==> config.mk <==
export PLATFORM = sky130hd
export DESIGN_NAME = dispatch_alloc_ctrl
export DESIGN_NICKNAME = d
export VERILOG_FILES = /design/src/rtl/dispatch_alloc_ctrl_pkg.sv /design/src/rtl/circ_ptr_cnt.sv /design/src/rtl/dispatch_alloc_ctrl.sv
export SDC_FILE = /design/constraint.sdc
export NUM_CORES = 1
export LEC_CHECK = 0
export BUFFER_PORTS_ARGS = -buffer_cell sky130_fd_sc_hd__buf_4
export CORE_UTILIZATION = 29
export DETAILED_ROUTE_END_ITERATION = 6
export HOLD_SLACK_MARGIN = 0.08
export PLACE_DENSITY_LB_ADDON = 0.25
export SYNTH_ARGS = -nofsm -noshare
export SYNTH_HDL_FRONTEND = slang
export SYNTH_SLANG_ARGS = --single-unit
==> constraint.sdc <==
create_clock -name clk -period 3.5 [get_ports clk]
set_input_delay 0.175 -clock clk [delete_from_list [all_inputs] [get_ports clk]]
set_output_delay 0.175 -clock clk [all_outputs]
set_load 0.03 [all_outputs]
==> src/rtl/dispatch_alloc_ctrl_pkg.sv <==
// Shared CPU sizing for the dispatch allocator: ROB and store-queue depths,
// pointer/counter widths, and small helpers.
package dispatch_alloc_ctrl_pkg;

   localparam int ROB_DEPTH = 16;
   localparam int SQ_DEPTH  = 16;
   localparam int ROB_PW    = $clog2(ROB_DEPTH);
   localparam int SQ_PW     = $clog2(SQ_DEPTH);
   localparam int ROB_CW    = ROB_PW + 1;   // counter must reach DEPTH
   localparam int SQ_CW     = SQ_PW + 1;

   typedef logic [ROB_PW-1:0] rob_ptr_t;
   typedef logic [ROB_CW-1:0] rob_cnt_t;
   typedef logic [SQ_PW-1:0]  sq_ptr_t;
   typedef logic [SQ_CW-1:0]  sq_cnt_t;

   // per-group allocation demand
   typedef struct packed {
      logic [1:0] need;
      logic [1:0] st_need;
   } grp_need_t;

   // population count of two single-bit flags
   function automatic logic [1:0] cnt2(input logic a, input logic b);
      return {1'b0, a} + {1'b0, b};
   endfunction

endpackage

==> src/rtl/circ_ptr_cnt.sv <==
// Wrapping allocation pointer with occupancy counter. DEPTH must be a power
// of two so the pointer wraps naturally. load overrides add/sub (flush).
module circ_ptr_cnt #(
   parameter int DEPTH = 16,
   parameter int PW    = $clog2(DEPTH),
   parameter int CW    = PW + 1,
   parameter int AW    = 2
) (
   input  logic          clk,
   input  logic          reset,
   input  logic [AW-1:0] add,
   input  logic [AW-1:0] sub,
   input  logic          load,
   input  logic [PW-1:0] load_ptr,
   input  logic [CW-1:0] load_cnt,
   output logic [PW-1:0] ptr,
   output logic [CW-1:0] cnt
);

   // pointer advances by add; count tracks add minus sub; load rebases both
   always_ff @(posedge clk) begin
      if (reset) begin
         ptr <= '0;
         cnt <= '0;
      end else if (load) begin
         ptr <= load_ptr;
         cnt <= load_cnt;
      end else begin
         ptr <= ptr + PW'(add);
         cnt <= cnt + CW'(add) - CW'(sub);
      end
   end

endmodule

==> src/rtl/dispatch_alloc_ctrl.sv <==
// Dispatch allocation control: all-or-nothing dispatch of a two-slot group
// into the ROB and store queue, with flush recovery of both tails.
module dispatch_alloc_ctrl
   import dispatch_alloc_ctrl_pkg::*;
(
   input  logic        clk,
   input  logic        reset,
   input  logic        ds_valid,
   input  logic        inst1_valid,
   input  logic        inst2_valid,
   input  logic        inst1_is_store_op,
   input  logic        inst2_is_store_op,
   input  logic        iq_allowin,
   input  logic [1:0]  rob_commit_num,
   input  logic [1:0]  store_commit_num,
   input  logic        store_drain,
   input  logic        flush,
   output logic        ds_allowin,
   output logic        ds_to_is_valid,
   output logic        ds_to_rob_valid,
   output logic [3:0]  rob_tail_o,
   output logic [3:0]  store_head,
   output logic [3:0]  store_tail,
   output logic        rob_full,
   output logic        sq_full
);

   grp_need_t grp;
   rob_ptr_t  rob_tail;
   rob_cnt_t  rob_cnt;
   rob_cnt_t  rob_free;
   sq_ptr_t   sq_tail;
   sq_cnt_t   sq_cnt;
   sq_cnt_t   sq_free;
   sq_ptr_t   sq_head;
   sq_ptr_t   sq_commit;
   sq_cnt_t   sq_ccnt;     // committed but not yet drained
   logic      fire;
   logic [1:0] rob_add;
   logic [1:0] sq_add;
   rob_ptr_t  rob_head_nxt;
   sq_ptr_t   sq_tail_rec;
   sq_cnt_t   sq_cnt_rec;

   // group demand, admission and handshake
   always_comb begin
      grp.need    = cnt2(inst1_valid, inst2_valid);
      grp.st_need = cnt2(inst1_valid & inst1_is_store_op,
                         inst2_valid & inst2_is_store_op);
      rob_free    = rob_cnt_t'(ROB_DEPTH) - rob_cnt;
      sq_free     = sq_cnt_t'(SQ_DEPTH) - sq_cnt;
      fire        = ds_valid & iq_allowin & ~flush & ~reset &
                    (rob_free >= rob_cnt_t'(grp.need)) &
                    (sq_free  >= sq_cnt_t'(grp.st_need));
      rob_add     = fire ? grp.need    : 2'd0;
      sq_add      = fire ? grp.st_need : 2'd0;
   end

   // flush recovery targets: ROB tail back to post-commit head, store tail
   // back to the post-commit retire boundary keeping committed stores
   always_comb begin
      rob_head_nxt = rob_tail - rob_cnt[ROB_PW-1:0] + rob_ptr_t'(rob_commit_num);
      sq_tail_rec  = sq_commit + sq_ptr_t'(store_commit_num);
      sq_cnt_rec   = sq_ccnt + sq_cnt_t'(store_commit_num) - sq_cnt_t'(store_drain);
   end

   circ_ptr_cnt #(.DEPTH(ROB_DEPTH)) u_rob (
      .clk      (clk),
      .reset    (reset),
      .add      (rob_add),
      .sub      (rob_commit_num),
      .load     (flush),
      .load_ptr (rob_head_nxt),
      .load_cnt ('0),
      .ptr      (rob_tail),
      .cnt      (rob_cnt)
   );

   circ_ptr_cnt #(.DEPTH(SQ_DEPTH)) u_sq (
      .clk      (clk),
      .reset    (reset),
      .add      (sq_add),
      .sub      ({1'b0, store_drain}),
      .load     (flush),
      .load_ptr (sq_tail_rec),
      .load_cnt (sq_cnt_rec),
      .ptr      (sq_tail),
      .cnt      (sq_cnt)
   );

   // drain head and retire boundary keep moving through flushes
   always_ff @(posedge clk) begin
      if (reset) begin
         sq_head   <= '0;
         sq_commit <= '0;
         sq_ccnt   <= '0;
      end else begin
         sq_head   <= sq_head + sq_ptr_t'(store_drain);
         sq_commit <= sq_commit + sq_ptr_t'(store_commit_num);
         sq_ccnt   <= sq_ccnt + sq_cnt_t'(store_commit_num) - sq_cnt_t'(store_drain);
      end
   end

   // outputs
   always_comb begin
      ds_allowin      = fire | ~ds_valid;
      ds_to_is_valid  = fire;
      ds_to_rob_valid = fire;
      rob_tail_o      = rob_tail;
      store_head      = sq_head;
      store_tail      = sq_tail;
      rob_full        = rob_free < rob_cnt_t'(2);
      sq_full         = sq_free  < sq_cnt_t'(2);
   end

   // retiring more ROB entries than are allocated
   a_rob_commit: assert property (@(posedge clk) disable iff (reset)
      rob_cnt >= rob_cnt_t'(rob_commit_num));
   // retire boundary overtaking the allocation tail
   a_sq_commit: assert property (@(posedge clk) disable iff (reset)
      (sq_cnt - sq_ccnt) >= sq_cnt_t'(store_commit_num));
   // draining with no committed store available
   a_sq_drain: assert property (@(posedge clk) disable iff (reset)
      !(store_drain && sq_ccnt == '0));

endmodule
# ---- Word-level counts from Yosys, hierarchy flattened
# Index checks and enable logic that the tools add are counted.
dict set report op_classes {
  eq_ne 0
  reduce_logical 1
  n_addsub 16
  muxes 5
  n_div 0
  bitwise_logic 11
  n_lt_le_gt_ge 4
  shift 0
  mul 0
}
# operator count
set ops {}
lappend ops {{$add 4x2->4} 4}
lappend ops {{$add 5x2->5} 3}
lappend ops {{$ge 5x2->1} 2}
lappend ops {{$lt 5x2->1 const B} 2}
lappend ops {{$sub 5x1->5} 2}
lappend ops {{$sub 5x5->5 const A} 2}
lappend ops {{$mux 4} 2}
lappend ops {{$and 1x1->1} 7}
lappend ops {{$mux 5} 1}
lappend ops {{$sub 5x2->5} 1}
lappend ops {{$add 1x1->2} 2}
lappend ops {{$add 4x1->4} 1}
lappend ops {{$mux 2} 2}
lappend ops {{$sub 4x4->4} 1}
lappend ops {{$not 1->1} 3}
lappend ops {{$reduce_or 2->1} 1}
lappend ops {{$or 1x1->1} 1}
dict set report totals {
  latchBits 0
  n_memories 0
  output_inout_bits 17
  rom_bits 0
  elab_cells 44
  register_bits 31
  ramBits 0
}

# ---- Longest topological paths before layout
dict set report depth {
  word_depth 9
  depth_mapped 15
  mapped_depth_nobuf 15
}

# ---- By module
# From an unflattened synthesis, not the netlist that was laid out.
dict set report unflattened {
  hier_cells 292
  area_unflattened_um2 2442.3
}
# module area_per_inst_um2 cells_per_inst n_inst
set modules_own_cells {}
lappend modules_own_cells {circ_ptr_cnt 615.6 75 2}
lappend modules_own_cells {dispatch_alloc_ctrl 1211.2 142 1}

# ---- Worst setup path after synthesis
# Ideal clock, no wire load.
dict set report synth_path {
  path_kind {flip-flop to flip-flop}
  from {register u_rob.cnt[0]}
  to {register u_rob.cnt[4]}
  n_path_buf 0
  arrival_ps 3230
  required_time_ps 3430
  synth_period_minus_slack_ps 3299
  setup_time_ps 70
  slack_ps 201
  path_stages_with_launch 15
  cell_sequence {dfxtp_1 -> inv_1 -> ha_1 -> ha_1 -> a21oi_1 -> o211ai_1 -> o311a_2 -> nand2_1 -> fa_1 -> inv_1 -> fa_1 -> a21oi_1 -> nor2_1 -> or3_1 -> a21oi_1}
}
dict set report synth_via {
  elab_chain_len 7
}
# item line_no
set synth_rtl {}
lappend synth_rtl {{from (decl)} circ_ptr_cnt.sv:17} ;# output logic [CW-1:0] cnt
lappend synth_rtl {{from (signal assigned)} circ_ptr_cnt.sv:27} ;# cnt <= load_cnt;
lappend synth_rtl {{from (signal assigned)} circ_ptr_cnt.sv:30} ;# cnt <= cnt + CW'(add) - CW'(sub);
lappend synth_rtl {{$sub 5x5->5} dispatch_alloc_ctrl.sv:50} ;# rob_free = rob_cnt_t'(ROB_DEPTH) - rob_cnt;
lappend synth_rtl {{$ge 5x2->1} dispatch_alloc_ctrl.sv:53} ;# (rob_free >= rob_cnt_t'(grp.need)) &
lappend synth_rtl {{$and 1x1->1} dispatch_alloc_ctrl.sv:52} ;# fire = ds_valid & iq_allowin & ~flush & ~reset &
lappend synth_rtl {{$and 1x1->1} dispatch_alloc_ctrl.sv:53}
lappend synth_rtl {{named net ds_to_is_valid} dispatch_alloc_ctrl.sv:19} ;# output logic ds_to_is_valid,
lappend synth_rtl {{$mux 2} dispatch_alloc_ctrl.sv:55} ;# rob_add = fire ? grp.need : 2'd0;
lappend synth_rtl {{$add 5x2->5} circ_ptr_cnt.sv:30}
lappend synth_rtl {{$sub 5x2->5} circ_ptr_cnt.sv:30}
# The timed path passes the listed nets, and every way through them passes these cells.
# A chain may end at the register's enable or synchronous reset.

# ---- Worst setup path in the final report
dict set report layout_path {
  from {register u_rob.cnt[0]}
  to {register u_rob.cnt[4]}
}
dict set report layout_via {
  elab_chain_len 7
}
# item line_no
set layout_rtl {}
lappend layout_rtl {{$sub 5x5->5} dispatch_alloc_ctrl.sv:50}
lappend layout_rtl {{$ge 5x2->1} dispatch_alloc_ctrl.sv:53}
lappend layout_rtl {{$and 1x1->1} dispatch_alloc_ctrl.sv:52}
lappend layout_rtl {{$and 1x1->1} dispatch_alloc_ctrl.sv:53}
lappend layout_rtl {{$mux 2} dispatch_alloc_ctrl.sv:55}
lappend layout_rtl {{$add 5x2->5 (*)} circ_ptr_cnt.sv:30}
lappend layout_rtl {{$sub 5x2->5 (*)} circ_ptr_cnt.sv:30}
# Mark *: on every way between the ends. The rest lies on a longest branch, timed or not.

==> results.toml <==
[run_status]
outcome = "finished, final reports clean"

[power_and_ir_drop]
vdd_drop_max_mv = 0.214
cellPowerDensity_nw_per_um2 = 573
p_leak_nw = 1.34

[logic_synthesis]
synth.avg_cell_area_um2 = 8.98
yosys_warnings = 0
synth_edf_count = 0
yosysSeqAreaShare_pct = 27.1
postSynth.asyncResetShare_pct = 0
ys_ff_latch = 31
syn-num-nets = 318
netlist_area_um2 = 2290
synthCells = 255
ys.flop_type = "dfxtp_1"
ys_types = 38

[placed_design]
place.gp.congestion = 0.757
hpwlAfterDp_mm = 3.62
portBuffers = 30
dp_cells = 385

[cells_and_area]
finish.net_count = 355
fillers = 802
area_growth_pct = 21.2
fin_cells = 395
multiInputGateArea_um2 = 1470
drive_gt1_share_pct = 16.0
seqCellArea_um2 = 621
diodes = 0

[clock_tree]
cts_sinks = 31
cts_tree = "done"
cts_max_path_buffers = 2
cts_root_buf = "clkbuf_8"
numCtsBuffers = 5
cts_htree_levels = 2
cts_hold_buffers = 0
clkTransAtPathRegs_ns = 0.07
clock_latency_ns = 0.29

[detailed_routing]
vias = 1694
wl_mm = 4.54
first_iter_violations = 53
wl_per_cell_um = 11.5
firstDrtPassIters = 4
vias_per_cell = 4.29
drc = 0
final_antenna_net_count = 0

[grt]
antenna_found_initial = 0
grt.total_usage_pct = 12.2
grt_pass1_wl_mm = 7.72
grt_overflow = 0
grt_pass1_vias = 1615
grt_max_degree = 25

[floorplanning]
fp.dieH_um = 90.9
core-area_um2 = 7690
dieWidth_um = 90.9
rows = 32
io_pins = 31
start_util_pct = 29.8
dieArea_um2 = 8260

[flow_run]
maxCapViolations = 0

[sta]
max_freq_mhz = 306
setup-tns-final_ns = 0
fin_crit_ns = 3.27
holdWs_ns = 0.219
fin_skew_ns = 0.0106
drv_slew = 0
hold_viol = 0
min_period_over_period_pct = 93.5
worst_pin_slew_ns = 0.381
rsz0062_at_grt = "no"
max_slew_margin_pct = 74.4
setup_viol = 0

[min_path]
hold_depth = 2
hp-class = "in2reg"

[worst_setup_path]
crit_type = "reg2reg"
crit_arrival_ns = 3.49
end_kind = "flop"
critPathMaxFanout = 4
reg2regPathDepth = 14
worst_setup_path_start_kind = "flop"
cp_data_required_time_ns = 3.72
==> worst max-delay path, cell delays in order, from the launching register on <==
cell	delay, ns
dfxtp_1	0.37
inv_1	0.07
ha_1	0.32
ha_1	0.29
a21oi_1	0.06
o211ai_1	0.09
o311a_2	0.23
nand2_1	0.11
fa_1	0.50
inv_1	0.07
fa_2	0.41
a21oi_2	0.15
nor2_1	0.06
or3_1	0.34
a21oi_1	0.14
==> cell usage after synthesis, types with 2 or more instances <==
library cell / count / area, um^2
a211oi_1: 4 / 30.0
a21o_1: 6 / 45.0
nor3_1: 5 / 25.0
nand2_1: 3 / 11.3
nor2_1: 22 / 82.6
o21ai_0: 2 / 10.0
o22a_1: 2 / 17.5
xnor2_1: 17 / 149
fa_1: 9 / 180
o22ai_1: 2 / 12.5
and3_1: 3 / 18.8
ha_1: 40 / 500
and2_1: 8 / 50.1
mux2i_1: 3 / 30.0
a21oi_1: 13 / 65.1
clkbuf_1: 3 / 11.3
o211ai_1: 2 / 15.0
inv_1: 47 / 176
xor2_1: 7 / 61.3
and2b_1: 2 / 15.0
nand2b_1: 3 / 18.8
dfxtp_1: 31 / 621
nor2b_1: 6 / 37.5
==> metal layers <==
layer,track usage [%],wire length [um],up-vias
met5,0,0,-
met1,16.8,2400,756
met2,17.7,1860,38
met4,5.16,65,0
li1,-,-,896
met3,3.45,209,4
==> area by class of cell <==
cell class              instances  share of cell area [%]
inverters                      47                    6.35
well taps                     102                    4.59
clock inverters                 2                    1.26
repair buffers                 36                    9.73
clock buffers                   6                    2.97
multi-input cells             171                    52.7
flip-flops and latches         31                    22.3
==> what timing repair did <==
action / 4_1_cts / 5_1_grt
gates resized for setup: 0 / 2
setup buffers: 0 / 2
setup endpoints to repair: 0 / 1
==> through the flow <==
stage          worst slack (ns)  cell area, um^2  power [mW]  util, %
2_1_floorplan             0.201             2290        1.04        -
3_3_place_gp              0.137             2640        1.22     34.3
3_5_place_dp             0.0636             2640        1.22     34.3
4_1_cts                  0.0494             2760        1.61     35.9
5_1_grt                  0.0475             2780        1.73     36.1
6_report                  0.228             2780        1.59     36.1
==> cells by family after synthesis <==
logic type / share of synthesized area, %
fa+ha+maj: 29.7
simple gates: 13.3
mux: 1.31
flops: 27.1
buf+inv: 9.23
xor+xnor: 9.18
compound gates: 10.2
==> power by group <==
group | switching [mW] | leakage [nW] | total [mW] | internal [mW]
combinational | 0.390 | 1.02 | 0.738 | 0.348
sequential | 0.0557 | 0.256 | 0.481 | 0.425
clock | 0.142 | 0.0612 | 0.373 | 0.230
total | 0.588 | 1.34 | 1.59 | 1.00
==> path summary, 6_finish.rpt <==
| path | start | end | slack (ns) |
|---|---|---|---|
| setup / recovery | u_rob.cnt[0] | u_rob.cnt[4] | 0.23 |
| hold / removal | reset | sq_commit[1] | 0.22 |
| setup reg to reg | u_rob.cnt[0] | u_rob.cnt[4] | 0.23 |
| hold reg to reg | sq_commit[3] | sq_commit[3] | 0.52 |
==> layout by cell type, fill, tap and decap left out, types with 7 or more instances in the layout <==
master   instances
a21oi_1         12
xnor2_1         17
inv_1           47
and2_1           8
ha_1            40
nor2_1          22
buf_4           36
fa_1             8
dfxtp_1         31
xor2_1           7
==> flip-flops by register name, summed over array words and instances (netlist names) <==
| name | cells |
|---|---|
| sq_ccnt | 5 |
| sq_commit | 4 |
| store_head | 4 |
| u_rob.cnt | 5 |
| u_rob.ptr | 4 |
| u_sq.cnt | 5 |
| u_sq.ptr | 4 |
(Power assumes the default switching activity.)
